## config.mk

```make
export PLATFORM = sky130hd
export DESIGN_NAME = ctrl_pipe
export DESIGN_NICKNAME = d
export VERILOG_FILES = /design/src/rtl/ctrl_pipe.sv
export SDC_FILE = /design/constraint.sdc
export NUM_CORES = 1
export LEC_CHECK = 0
export CAP_MARGIN = 20
export CORE_UTILIZATION = 45
export DETAILED_ROUTE_END_ITERATION = 7
export PLACE_DENSITY = 0.78
export SLEW_MARGIN = 20
export SYNTH_ARGS = -nofsm -noshare
export SYNTH_HDL_FRONTEND = slang
export SYNTH_SLANG_ARGS = --single-unit
```

## constraint.sdc

```tcl
create_clock -name clk -period 2.44 [get_ports clk]
set_input_delay 0.244 -clock clk [delete_from_list [all_inputs] [get_ports clk]]
set_output_delay 0.244 -clock clk [all_outputs]
set_load 0.01 [all_outputs]
```

## src/rtl/ctrl_pipe.sv

```systemverilog
// ctrl_pipe: decode-to-writeback control pipeline with branch resolution and retire counter
module ctrl_pipe #(
  parameter int CNT_W = 32
) (
  input  logic             clk,
  input  logic             reset,
  input  logic             ValidD,
  input  logic             RegWriteD,
  input  logic [1:0]       ResultSrcD,
  input  logic             MemWriteD,
  input  logic             JumpD,
  input  logic             BranchD,
  input  logic             ALUSrcD,
  input  logic [2:0]       ALUControlD,
  input  logic [4:0]       RdD,
  input  logic             FlushE,
  input  logic             ZeroE,
  output logic [2:0]       ALUControlE,
  output logic             ALUSrcE,
  output logic             PCSrcE,
  output logic             ResultSrcE0,
  output logic [4:0]       RdE,
  output logic [4:0]       RdM,
  output logic [4:0]       RdW,
  output logic             RegWriteM,
  output logic             RegWriteW,
  output logic             MemWriteM,
  output logic [1:0]       ResultSrcW,
  output logic [CNT_W-1:0] retired
);
  logic       ValidE, RegWriteE, MemWriteE, JumpE, BranchE;
  logic [1:0] ResultSrcE, ResultSrcM;
  logic       ValidM, ValidW;
  // Execute register: a flushed or invalid decode slot loads an all-zero bubble
  always_ff @(posedge clk) begin
    if (reset || !ValidD || FlushE) begin
      ValidE      <= 1'b0;
      RegWriteE   <= 1'b0;
      ResultSrcE  <= 2'b00;
      MemWriteE   <= 1'b0;
      JumpE       <= 1'b0;
      BranchE     <= 1'b0;
      ALUSrcE     <= 1'b0;
      ALUControlE <= 3'b000;
      RdE         <= 5'd0;
    end else begin
      ValidE      <= 1'b1;
      RegWriteE   <= RegWriteD;
      ResultSrcE  <= ResultSrcD;
      MemWriteE   <= MemWriteD;
      JumpE       <= JumpD;
      BranchE     <= BranchD;
      ALUSrcE     <= ALUSrcD;
      ALUControlE <= ALUControlD;
      RdE         <= RdD;
    end
  end
  // Memory and writeback registers copy the previous stage every cycle
  always_ff @(posedge clk) begin
    if (reset) begin
      ValidM     <= 1'b0;
      RegWriteM  <= 1'b0;
      ResultSrcM <= 2'b00;
      MemWriteM  <= 1'b0;
      RdM        <= 5'd0;
      ValidW     <= 1'b0;
      RegWriteW  <= 1'b0;
      ResultSrcW <= 2'b00;
      RdW        <= 5'd0;
    end else begin
      ValidM     <= ValidE;
      RegWriteM  <= RegWriteE;
      ResultSrcM <= ResultSrcE;
      MemWriteM  <= MemWriteE;
      RdM        <= RdE;
      ValidW     <= ValidM;
      RegWriteW  <= RegWriteM;
      ResultSrcW <= ResultSrcM;
      RdW        <= RdM;
    end
  end
  // Count instructions leaving writeback; wraps naturally at 2^CNT_W
  always_ff @(posedge clk) begin
    if (reset) retired <= '0;
    else if (ValidW) retired <= retired + CNT_W'(1);
  end
  // Branch/jump resolution and load-use tap from Execute state only
  always_comb begin
    PCSrcE      = (BranchE & ZeroE) | JumpE;
    ResultSrcE0 = ResultSrcE[0];
  end
endmodule

```

Word-level counts from Yosys, hierarchy flattened
Index checks and enable logic that the tools add are counted. W data, S select, Z words.

Add/subtract/negate cells: 1. Multiplexer cells: 1. Bitwise operators: 2. Reduce and logical (&&, ||, !) cells: 3.

Operator list (number): $add A32 B1 Y32 const B (1); $logic_or A1 B1 Y1 (2); $and A1 B1 Y1 (1); $logic_not A1 Y1 (1); $mux W1 (1); $or A1 B1 Y1 (1).

Bits in registers: 67. Input bits: 20. Output and inout bits: 58. Word-level logic and storage cells: 26.

Logic depth before layout (Yosys ltp)
Gate-level depths: netlist of the first run.

Depth after elaboration: 4. Mapped depth: 6. Mapped depth without buffers: 5.

Worst setup path before layout of the first run
Ideal clock, no wire load.

Path kind: reg-to-reg. Start point: register retired[0]. End point: register retired[28]. Library setup time: 0.070 ns. Arrival: 1.887 ns. Required time: 2.370 ns. Path slack: 0.482 ns. Stages on the path, launching flop included: 7. Path buffers: 1. Clock period less this slack: 1.958 ns. Cells stage by stage: dfxtp_1 -> ha_1 -> nand3_1 -> or4_1 -> buf_2 -> or4_1 -> a21oi_1.

Longest elaborated chain between the ends: 1.

RTL lines: start: declaration (line 29) `output logic [CNT_W-1:0] retired`; start signal: assignment (line 85) `else if (ValidW) retired <= retired + CNT_W'(1);`; $add A32 B1 Y32 (line 85).

No other way between the ends. A chain may end at the register's enable or synchronous reset.

Worst setup path in the final report of the first run
Start point: register retired[0]. End point: register retired[26].

Same word-level chain as after synthesis.

==> impl_metrics.env, run 1 <==
export IMPL_status="finished, final reports clean"
export IMPL_busiest_layer="met2"
export IMPL_setup_ws_ns=0.280
export IMPL_syn_cell_area_um2=2400
export IMPL_peakVddDrop_uv=417
export IMPL_post_place_ws_ns=0.318
export IMPL_h_tree_depth=3
export IMPL_rsz0062_at_grt="no"
export IMPL_cts_tree="yes"
export IMPL_syn_avg_cell_area_um2=9.80
export IMPL_cp_start_kind="flip-flop"
export IMPL_pin_count=78
export IMPL_postSynth_asyncResetShare_pct=0
export IMPL_fin_nets=345
export IMPL_setup_viol_count_final=0
export IMPL_clk_latency_ns=0.35
export IMPL_cap_violations=0
export IMPL_groute_usage_overall_pct=20.8
export IMPL_vias_per_cell=5.11
export IMPL_grt_start_max_net_pins=39
export IMPL_drv_slew=0
export IMPL_drive_above_1_share_pct=7.29
export IMPL_met3_usage_pct=7.90
export IMPL_crit_required_ns=2.71
export IMPL_grt_pass1_vias=1885
export IMPL_place_congestion=0.760
export IMPL_finClkSkew_ns=0.00666
export IMPL_end_kind="flip-flop"
export IMPL_routed_wl_um=5160
export IMPL_period_share_pct=88.5
export IMPL_gr_total_overflow=0
export IMPL_chipHeight_um=75.0
export IMPL_met2_usage_pct=33.7
export IMPL_fp_dieW_um=75.0
export IMPL_ys_ff_latch=67
export IMPL_hold_buffers=0
export IMPL_cts_buffer_depth=2
export IMPL_crit_arrival_ns=2.43
export IMPL_clk_pin_slew_ns=0.07
export IMPL_vias=2037
export IMPL_synth_fp_nets=266
export IMPL_crit_family="simple AND/OR/NAND/NOR gates"
export IMPL_slowest_stage="or4_1"
export IMPL_use_met1_pct=23.0
export IMPL_clockRootBuffer="clkbuf_8"
export IMPL_grt_antenna_before_repair=0
export IMPL_synth_area_top_cells="dfxtp_1, nor2b_1, and2_1"
export IMPL_crit_top_cell="or4_1"
export IMPL_setup_tns_final_ns=0
export IMPL_relSlewSlack_pct=71.3
export IMPL_fmax_mhz=463
export IMPL_yosys_area_top_type="dfxtp_1"
export IMPL_p_per_area_nw_per_um2=628
export IMPL_fillCellCount=433
export IMPL_io_buffers=77
export IMPL_num_antenna_cells=0
export IMPL_postCtsResizedCells=0
export IMPL_synth_flop_cell="dfxtp_1"
export IMPL_cts_num_sinks=67
export IMPL_worst_path_buf_inv=0
export IMPL_ys_seq_area_share_pct=55.9
export IMPL_post_dp_hpwl_um=3530
export IMPL_fin_hold_ws_ns=0.264
export IMPL_wl_per_cell_um=12.9
export IMPL_synthCells=245
export IMPL_tightest_slew_ns=0.431
export IMPL_areaGrowthSynthToFinish_pct=43.3
export IMPL_layout_commonest_cell="clkdlybuf4s50_1"
export IMPL_finalCriticalPeriod_ns=2.16
export IMPL_synth_edf_count=0
export IMPL_rows=26
export IMPL_ys_types=28
export IMPL_hp_class="input port to flip-flop"
export IMPL_dieArea_um2=5630
export IMPL_p_leak_nw=1.20
export IMPL_critPathMaxStageDelay_ns=0.67
export IMPL_crit_path_max_fanout=8
export IMPL_grt_pass1_wl_um=8550
export IMPL_postRouteAntennaNets=0
export IMPL_synth_top_area_share_pct=55.9
export IMPL_hold_violations=0
export IMPL_dr_pass1_iters=4
export IMPL_cts_buffers=9
export IMPL_layout_common_cells="clkdlybuf4s50_1, dfxtp_1, nor2b_1, a21oi_1, and2_1"
export IMPL_ys_warn_count=0
export IMPL_core_area_um2=5110
export IMPL_path_class="flip-flop to flip-flop"
export IMPL_initial_core_util_pct=47.0
export IMPL_drt_first_iter_violations=103
export IMPL_post_cts_buffers=0
export IMPL_drcViolationCount=0
export IMPL_total_power_mw=2.16
export IMPL_path_cells="ha_1, nand3_1, or4_1, or4_1, a21oi_1"
layer usage:
| layer | share of wire, % | up-vias | wire length [µm] |
|---|---|---|---|
| met5 | 0 | - | 0 |
| met4 | 2.4 | 0 | 122 |
| met3 | 10 | 11 | 523 |
| met2 | 47 | 85 | 2440 |
| met1 | 40 | 935 | 2080 |
| li1 | - | 1006 | - |
sequential cells by signal, summed over array words and instances, names as in the netlist, 2 cells and up:
register	count
RdM	5
ResultSrcM	2
ResultSrcW	2
RdE	5
RdW	5
ResultSrcE	2
retired	32
ALUControlE	3
path summary, 6_finish.rpt:
check / from / slack (ns) / cells past startpoint / end
max: retired[0] / 0.28 / 5 / retired[26]
min: reset / 0.26 / 2 / ResultSrcM[1]
max reg2reg: retired[0] / 0.28 / 5 / retired[26]
min reg2reg: MemWriteE / 0.44 / 1 / MemWriteM
cell usage after synthesis (all sizes together), types with 3 or more instances:
cell type and number:
or4 10, xnor2 8, inv 5, nor2 14, and2 15, or3 11, o21ai 11, o31ai 7
nor3 4, nand4 8, xor2 4, a21oi 18, nor2b 20, dfxtp 67, nor4 3, clkbuf 10
buf 3, nand2 10, nand3 8
layout make-up:
class | instances | area (µm²) | share of cell area, %
Sequential cell | 67 | 1340 | 39.0
Inverter | 5 | 18.8 | 0.546
Tap cell | 70 | 87.6 | 2.55
Clock buffer | 13 | 169 | 4.91
Clock inverter | 3 | 45.0 | 1.31
Multi-Input combinational cell | 160 | 982 | 28.6
Timing Repair Buffer | 81 | 796 | 23.1
logic make-up after synthesis:
group                    Yosys count  share of synthesized area [%]
buffers and inverters             18                           3.23
multiplexers                       2                          0.886
XOR/XNOR                          12                           4.38
flip-flops                        67                           55.9
AND/OR/NAND/NOR                  108                           26.6
AO/OA/AOI/OAI                     37                           8.55
adder cells (fa/ha/maj)            1                          0.521
where the power goes:
part / internal (mW) / total [mW] / leakage, nW / switching, mW
logic: 0.0485 / 0.0776 / 0.552 / 0.0291
registers: 1.11 / 1.11 / 0.542 / 0.00460
clock network: 0.556 / 0.972 / 0.102 / 0.416
stage by stage:
step           util [%]  instance area (µm²)  std cells
2_1_floorplan         -                 2400        245
3_3_place_gp       63.2                 3230        383
3_5_place_dp       63.2                 3230        383
4_1_cts            67.3                 3440        399
5_1_grt            67.3                 3440        399
6_report           67.3                 3440        399
Note: power is estimated with default switching activity, not from simulation.
==> inputs of run 2 (changes only) <==
--- a/constraint.sdc
+++ b/constraint.sdc
@@ -3,2 +3,2 @@
 set_output_delay 0.244 -clock clk [all_outputs]
-set_load 0.01 [all_outputs]
+set_load 0.005 [all_outputs]
==> results of run 2 <==
Same layout as run 1 (identical final DEF). Status: finished, final reports clean.
Among the figures that moved: worst IR drop on VDD 417 µV -> 416 µV
==> inputs of run 3 (changes only) <==
Settings changed: CAP_MARGIN 20 to 10.
==> results of run 3 <==
Same layout as run 1 (identical final DEF). Status: finished, final reports clean.
Among the figures that moved: worst IR drop on VDD 417 µV -> 416 µV
